<file path="src/rtl/hf_reader_demod_ssp.sv">
// hf_reader_demod_ssp - ISO14443-A reader front end: subcarrier edge detector, SSP master, carrier gate.
// Optional gaussian-derivative prefilter enabled by defining HF_PREFILTER_EN.
module hf_reader_demod_ssp #(
  parameter int ADC_W       = 8,
  parameter int WIN_LOG2    = 4,
  parameter int FRAME_LOG2  = 3,
  parameter int RESET_PHASE = 4,
  parameter int THR_W       = 8
) (
  input  logic             ck_1356meg,
  input  logic             nrst,
  input  logic [2:0]       mode,
  input  logic [THR_W-1:0] threshold,
  input  logic [ADC_W-1:0] adc_d,
  input  logic             ssp_dout,
  output logic             ssp_clk,
  output logic             ssp_frame,
  output logic             ssp_din,
  output logic             curbit,
  output logic             pwr_hi
);

  localparam int CW   = WIN_LOG2 + FRAME_LOG2;
  localparam int FB   = 1 << FRAME_LOG2;
  localparam int FW   = ADC_W + 3;
  localparam int CMPW = ((ADC_W > THR_W) ? ADC_W : THR_W) + 4;
  localparam logic [WIN_LOG2-1:0] RP = WIN_LOG2'(RESET_PHASE);

  localparam logic [2:0] M_SNIFF  = 3'b000;
  localparam logic [2:0] M_LISTEN = 3'b011;
  localparam logic [2:0] M_MOD    = 3'b100;
  localparam logic [2:0] M_IDLE   = 3'b111;

  logic [CW-1:0]         cnt;
  logic [WIN_LOG2-1:0]   ph;
  logic [FRAME_LOG2-1:0] bitidx;
  logic [2:0]            mode_q;
  logic                  mod_q;
  logic                  car_en;
  logic                  car_en_next;
  logic signed [FW-1:0]  f;
  logic signed [FW-1:0]  fmax;
  logic signed [FW-1:0]  fmin;
  logic signed [CMPW-1:0] fmax_e;
  logic signed [CMPW-1:0] fmin_e;
  logic signed [CMPW-1:0] thr_e;
  logic                  det;
  logic                  shift_bit;
  logic [FB-1:0]         sh;
  logic [FB-1:0]         sh_next;
  logic [FB-1:0]         tx_word;
  logic [FB-1:0]         tx_next;

  assign ph     = cnt[WIN_LOG2-1:0];
  assign bitidx = cnt[CW-1:WIN_LOG2];

`ifdef HF_PREFILTER_EN
  logic [ADC_W-1:0] x1, x2, x3, x4;
  logic signed [FW-1:0] f_old, f_new;

  assign f_old = $signed({2'b00, x4, 1'b0}) + $signed({3'b000, x3});
  assign f_new = $signed({2'b00, adc_d, 1'b0}) + $signed({3'b000, x1});
  assign f     = f_old - f_new;

  always_ff @(negedge ck_1356meg or negedge nrst) begin
    if (!nrst) begin
      x1 <= '0;
      x2 <= '0;
      x3 <= '0;
      x4 <= '0;
    end else begin
      x1 <= adc_d;
      x2 <= x1;
      x3 <= x2;
      x4 <= x3;
    end
  end
`else
  logic [ADC_W-1:0] x1;

  // Falling sample gives a positive difference.
  assign f = $signed({3'b000, x1}) - $signed({3'b000, adc_d});

  always_ff @(negedge ck_1356meg or negedge nrst) begin
    if (!nrst) x1 <= '0;
    else       x1 <= adc_d;
  end
`endif

  assign fmax_e = {{(CMPW-FW){fmax[FW-1]}}, fmax};
  assign fmin_e = {{(CMPW-FW){fmin[FW-1]}}, fmin};
  assign thr_e  = $signed({{(CMPW-THR_W){1'b0}}, threshold});
  assign det    = (fmax_e > thr_e) && (fmin_e < -thr_e);

  assign shift_bit = curbit && ((mode_q == M_SNIFF) || (mode_q == M_LISTEN));
  assign sh_next   = {sh[FB-2:0], shift_bit};
  // The word completing at the boundary is the one shifted on that same edge.
  assign tx_next   = (cnt == '0) ? sh_next : tx_word;

  always_comb begin
    car_en_next = 1'b0;
    case (mode_q)
      M_MOD:    car_en_next = ~mod_q;
      M_LISTEN: car_en_next = 1'b1;
      default:  car_en_next = 1'b0;
    endcase
  end

  always_ff @(negedge ck_1356meg or negedge nrst) begin
    if (!nrst) begin
      cnt       <= '0;
      mode_q    <= M_IDLE;
      mod_q     <= 1'b0;
      car_en    <= 1'b0;
      fmax      <= '0;
      fmin      <= '0;
      curbit    <= 1'b0;
      sh        <= '0;
      tx_word   <= '0;
      ssp_clk   <= 1'b0;
      ssp_frame <= 1'b0;
      ssp_din   <= 1'b0;
    end else begin
      cnt    <= cnt + 1'b1;
      mod_q  <= ssp_dout;
      car_en <= car_en_next;
      if (cnt == '0) begin
        mode_q  <= mode;
        tx_word <= sh_next;
      end
      // fmax/fmin never leave their sides of zero, so one compare covers the sign test.
      if (ph == RP) begin
        curbit <= det;
        fmax   <= '0;
        fmin   <= '0;
      end else begin
        if (f > fmax) fmax <= f;
        if (f < fmin) fmin <= f;
      end
      if (ph == '0) begin
        sh      <= sh_next;
        ssp_din <= tx_next[~bitidx];
      end
      ssp_clk   <= ~ph[WIN_LOG2-1];
      ssp_frame <= (bitidx == '0);
    end
  end

  // Carrier gate: car_en only moves on the falling edge, so the high phase is clean.
  assign pwr_hi = ck_1356meg & car_en;

endmodule
</file>
<file path="config.mk">
export PLATFORM = sky130hd
export DESIGN_NAME = hf_reader_demod_ssp
export DESIGN_NICKNAME = d
export VERILOG_FILES = /design/src/rtl/hf_reader_demod_ssp.sv
export SDC_FILE = /design/constraint.sdc
export NUM_CORES = 1
export LEC_CHECK = 0
export BUFFER_PORTS_ARGS = -buffer_cell sky130_fd_sc_hd__buf_2
export CAP_MARGIN = 40
export CORE_ASPECT_RATIO = 2
export CORE_MARGIN = 2
export CORE_UTILIZATION = 55
export DETAILED_ROUTE_END_ITERATION = 8
export MAX_ROUTING_LAYER = met4
export PLACE_DENSITY = 0.77
export SYNTH_ARGS = -nofsm -noshare
export SYNTH_HDL_FRONTEND = slang
export SYNTH_SLANG_ARGS = --single-unit
</file>
<file path="constraint.sdc">
create_clock -name ck_1356meg -period 3.3 [get_ports ck_1356meg]
set_clock_uncertainty 0.1 [all_clocks]
set_input_delay 0.165 -clock ck_1356meg [delete_from_list [all_inputs] [get_ports ck_1356meg]]
set_output_delay 0.165 -clock ck_1356meg [all_outputs]
set_load 0.1 [all_outputs]
</file>
Word level (Yosys, flattened, before mapping)
Index checks and enable logic that the tools add are counted.
Storage, ports and cells
  output and inout port bits: 5
  logic and storage cells: 45
  flip-flop bits (word level): 61
  bits of input ports: 22
Operators by class
  bitwise operators: 4
  equal/unequal tests: 3
  order comparisons: 5
  mux-type cells: 8
  add/sub/neg operators: 3
  reductions and logical operators: 9
Operators with widths (number)
  2-to-1 mux 11 bit: 4
  < comparator 11 x 12 -> 1 bit: 1
  negator 8 -> 12 bit: 1
  > comparator 11 x 9 -> 1 bit: 1
  > comparator 9 x 11 -> 1 bit: 1
  < comparator 9 x 11 -> 1 bit: 1
  subtractor 8 x 8 -> 9 bit: 1
  2-to-1 mux 8 bit: 1
  adder 7 x 1 -> 7 bit (second input constant): 1
  zero test 7 bit: 1
  zero test 3 bit: 2
  == test 4 x 3 -> 1 bit (second input constant): 1
  zero test 4 bit: 1
  < comparator 3 x 4 -> 1 bit (second input constant): 1
  nonzero test 2 bit: 2
  binary-select mux 1 bit (select 3 bit): 1
  == test 3 x 2 -> 1 bit (second input constant): 1
  == test 3 bit (second input constant): 1
  inverter 3 bit: 1
  logical AND 1 bit: 2
  inverter 1 bit: 2
  one-hot mux 1 bit (2 select lines): 1
  AND 1 bit: 1
  logical OR 1 bit: 1
  2-to-1 mux 1 bit: 1

Longest topological paths before layout
  depth in word-level cells: 6
  mapped depth: 16
  mapped depth without buffers: 15

==> metrics.txt <==
# TYPE chip_impl_metric gauge
chip_impl_info{name="timing.critical_path.to_type",value="register"} 1
chip_impl_metric{name="dpl_cell_area",unit="um2"} 4200
chip_impl_metric{name="start_util",unit="%"} 56.5
chip_impl_metric{name="yosysUniqueCellTypes",unit=""} 50
chip_impl_metric{name="detail_route.iter0.violations",unit=""} 54
chip_impl_info{name="failing_checks",value="negative setup slack"} 1
chip_impl_metric{name="number_of_enable_type_register_cells_in_the_synthesized_netlist",unit=""} 0
chip_impl_metric{name="layout_setup_ws",unit="ps"} -1160
chip_impl_info{name="layout.cells.most_common",value="sky130_fd_sc_hd__dfrtn_1"} 1
chip_impl_metric{name="fraction_of_layout_instances_using_a_drive_strength_above_1",unit="%"} 35.5
chip_impl_metric{name="synth_top_cell_area_share",unit="%"} 37.5
chip_impl_metric{name="max-cap-violations",unit=""} 0
chip_impl_metric{name="yosysSeqAreaShare",unit="%"} 39.7
chip_impl_info{name="setup.worst_path.start_class",value="primary input"} 1
chip_impl_metric{name="required",unit="ps"} 1850
chip_impl_info{name="tritoncts_clock_tree",value="done"} 1
chip_impl_metric{name="power.density",unit="nW/um2"} 705
chip_impl_metric{name="cells_after_synthesis",unit=""} 353
chip_impl_metric{name="global_route_wire_length_before_repair",unit="mm"} 14.4
chip_impl_metric{name="final_hold_viol_count",unit=""} 0
chip_impl_metric{name="total_detailed_routing_wirelength",unit="mm"} 8.67
chip_impl_metric{name="worst_ep_arrival_time",unit="ps"} 3010
chip_impl_metric{name="detail_route.wl_per_cell",unit="um"} 16.5
chip_impl_metric{name="io-pin-count",unit=""} 27
chip_impl_metric{name="dp_hpwl",unit="mm"} 6.25
chip_impl_metric{name="syn_area_per_cell",unit="um2"} 10.0
chip_impl_metric{name="routabilityCongestion",unit=""} 0.941
chip_impl_info{name="outcome",value="finished with violations"} 1
chip_impl_metric{name="worst_ir_drop_vdd",unit="mV"} 0.500
chip_impl_metric{name="grt.total_usage",unit="%"} 28.6
chip_impl_info{name="timing_worst_setup_path_type",value="in -> reg"} 1
chip_impl_metric{name="antenna-diode-count",unit=""} 0
chip_impl_metric{name="routed-via-count",unit=""} 2913
chip_impl_metric{name="timing.hold.worst_path_depth",unit=""} 1
chip_impl_metric{name="clk_pin_slew_worst_paths",unit="ps"} 50
chip_impl_metric{name="number_of_cell_rows",unit=""} 41
chip_impl_metric{name="endpoints_failing_setup",unit=""} 19
chip_impl_metric{name="synth_seq_cells",unit=""} 56
chip_impl_info{name="most-common-layout-cells",value="sky130_fd_sc_hd__dfrtn_1, sky130_fd_sc_hd__buf_4, sky130_fd_sc_hd__inv_1, sky130_fd_sc_hd__ha_1, sky130_fd_sc_hd__nand2_1"} 1
chip_impl_metric{name="firstDrtPassIters",unit=""} 4
chip_impl_metric{name="placement.io_buffers",unit=""} 26
chip_impl_info{name="ys_dominant_reg_cell",value="sky130_fd_sc_hd__dfrtn_1"} 1
chip_impl_metric{name="syn_nets",unit=""} 424
chip_impl_metric{name="slew_headroom",unit="%"} 67.2
chip_impl_info{name="synth.area.top_cells",value="sky130_fd_sc_hd__dfrtn_1, sky130_fd_sc_hd__ha_1, sky130_fd_sc_hd__inv_1"} 1
chip_impl_metric{name="die_width",unit="um"} 60.7
chip_impl_metric{name="yosysWarnings",unit=""} 0
chip_impl_metric{name="post_synth_instance_area",unit="um2"} 3540
chip_impl_metric{name="number_of_global_route_vias_before_repair",unit=""} 3267
chip_impl_metric{name="timing_worst_slew_pin_value",unit="ps"} 495
chip_impl_metric{name="floorplan.core_area",unit="um2"} 6260
chip_impl_metric{name="worst-path-max-fanout",unit=""} 5
chip_impl_metric{name="grt_overflow",unit=""} 0
chip_impl_metric{name="drc",unit=""} 0
chip_impl_info{name="worst_hold_path_type",value="reg -> reg"} 1
chip_impl_metric{name="fp.dieArea",unit="um2"} 7130
chip_impl_metric{name="grt_antenna_before_repair",unit=""} 0
chip_impl_metric{name="vias_per_cell",unit=""} 5.54
chip_impl_metric{name="num-nets-final",unit=""} 510
chip_impl_metric{name="fraction_of_registers_with_async_set_or_reset_after_synthesis",unit="%"} 100
chip_impl_metric{name="fp.dieH",unit="um"} 117
chip_impl_info{name="synthDominantAreaCellType",value="sky130_fd_sc_hd__dfrtn_1"} 1
chip_impl_metric{name="antenna_left",unit=""} 0
chip_impl_info{name="rsz0062_at_grt",value="yes"} 1
chip_impl_metric{name="r2r.worst_path.cells",unit=""} 14
chip_impl_metric{name="total_leakage_power",unit="nW"} 2.42
chip_impl_metric{name="final_non_filler_cell_total",unit=""} 526
chip_impl_metric{name="clock_insertion_delay_worst_skew",unit="ps"} 500
chip_impl_metric{name="design_area",unit="um2"} 4720
chip_impl_metric{name="grt_start_max_net_pins",unit=""} 43
chip_impl_metric{name="total_power",unit="mW"} 3.33
chip_impl_metric{name="areaGrowthSynthToFinish",unit="%"} 33.4
chip_impl_metric{name="number_of_slew_limit_violations_in_the_final_report",unit=""} 0
chip_impl_metric{name="dp_cells",unit=""} 507
[timing repair]
action,4_1_cts,5_1_grt
resized for setup,36,9
pin swaps,20,7
endpoints found under the setup margin,19,21
hold buffers,0,0
buffers inserted,6,1
[worst max-delay path, stage by stage]
cell and delay (ps):
sky130_fd_sc_hd__buf_8 80, sky130_fd_sc_hd__ha_4 110, sky130_fd_sc_hd__inv_2 30, sky130_fd_sc_hd__fa_2 360, sky130_fd_sc_hd__a211oi_2 250, sky130_fd_sc_hd__nor2_2 90, sky130_fd_sc_hd__o211ai_1 190, sky130_fd_sc_hd__a21boi_2 220
sky130_fd_sc_hd__ha_1 270, sky130_fd_sc_hd__a21o_1 190, sky130_fd_sc_hd__a211oi_2 250, sky130_fd_sc_hd__a22oi_1 110, sky130_fd_sc_hd__a211o_2 390, sky130_fd_sc_hd__mux2_4 320
[cell usage after synthesis, drive strengths merged (4+ instances only)]
master,n
clkbuf,4
a21o,5
xnor2,8
mux2i,15
dfrtn,53
o21ai,14
a21oi,8
nand2,28
a211oi,7
nor2,28
nand2b,9
nor3,7
mux2,13
and3,7
nand3,6
ha,48
nand4,5
xor2,6
inv,44
[state kept, by name (all words and copies together) (netlist names)]
name and cells:
fmax 9, fmin 9, x1 8, cnt 7, sh 7, tx_word 7, mode_q 3, car_en 1
curbit 1, mod_q 1, ssp_clk 1, ssp_din 1, ssp_frame 1
[through the flow]
stage	TNS (ps)	util, %	hold WS, ps	worst slack (ps)
floorplan	-20800	-	254	-1350
global placement	-25960	67.1	265	-1490
detailed placement	-26660	67.1	281	-1540
CTS	-17050	74.6	281	-1100
global route	-20550	75.4	297	-1220
finish	-18370	75.4	282	-1160
[where the power goes]
group,internal (mW),switching [mW]
clock,0.454,0.319
combinational,0.812,0.783
sequential,0.837,0.119
total,2.10,1.22
[routing by layer]
metal | vias to the layer above | global-route usage [%] | routed length [um]
li1 | 1389 | - | -
met1 | 1419 | 27.1 | 2980
met2 | 71 | 47.8 | 4960
met3 | 34 | 6.62 | 239
met4 | 0 | 19.6 | 495
met5 | - | - | 0
[final cells by class]
class,instances,area [um2]
Multi-Input combinational cell,246,2200
Clock inverter,6,40.0
Fill cell,443,1540
Sequential cell,56,1410
Inverter,43,161
Timing Repair Buffer,80,601
Tap cell,86,108
Clock buffer,9,208
[logic make-up (layout without fill, tap and decap cells)]
group | after synthesis | after routing | synth area share (%)
AND/OR/NAND/NOR | 102 | 102 | 13.9
AO/OA/AOI/OAI | 51 | 51 | 9.51
flip-flops | 56 | 56 | 39.7
adder cells (fa/ha/maj) | 49 | 49 | 17.5
buffers and inverters | 51 | 138 | 5.76
multiplexers | 30 | 30 | 10.1
XOR/XNOR | 14 | 14 | 3.47
[worst paths after layout]
kind                                       start             endpoint  slack [ps]
worst max-delay path                    adc_d[0]  fmax[3]$_DFFE_NN0P_       -1160
worst min-delay path            cnt[0]$_DFF_NN0_     cnt[0]$_DFF_NN0_         280
worst max register to register   x1[0]$_DFF_NN0_  fmax[3]$_DFFE_NN0P_        -180
worst min register to register  cnt[0]$_DFF_NN0_     cnt[0]$_DFF_NN0_         280
max in group asynchronous                   nrst      x1[4]$_DFF_NN0_        1470
min in group asynchronous                   nrst    sh[0]$_DFFE_NN0N_        1050
Note: power is estimated with default switching activity, not from simulation.
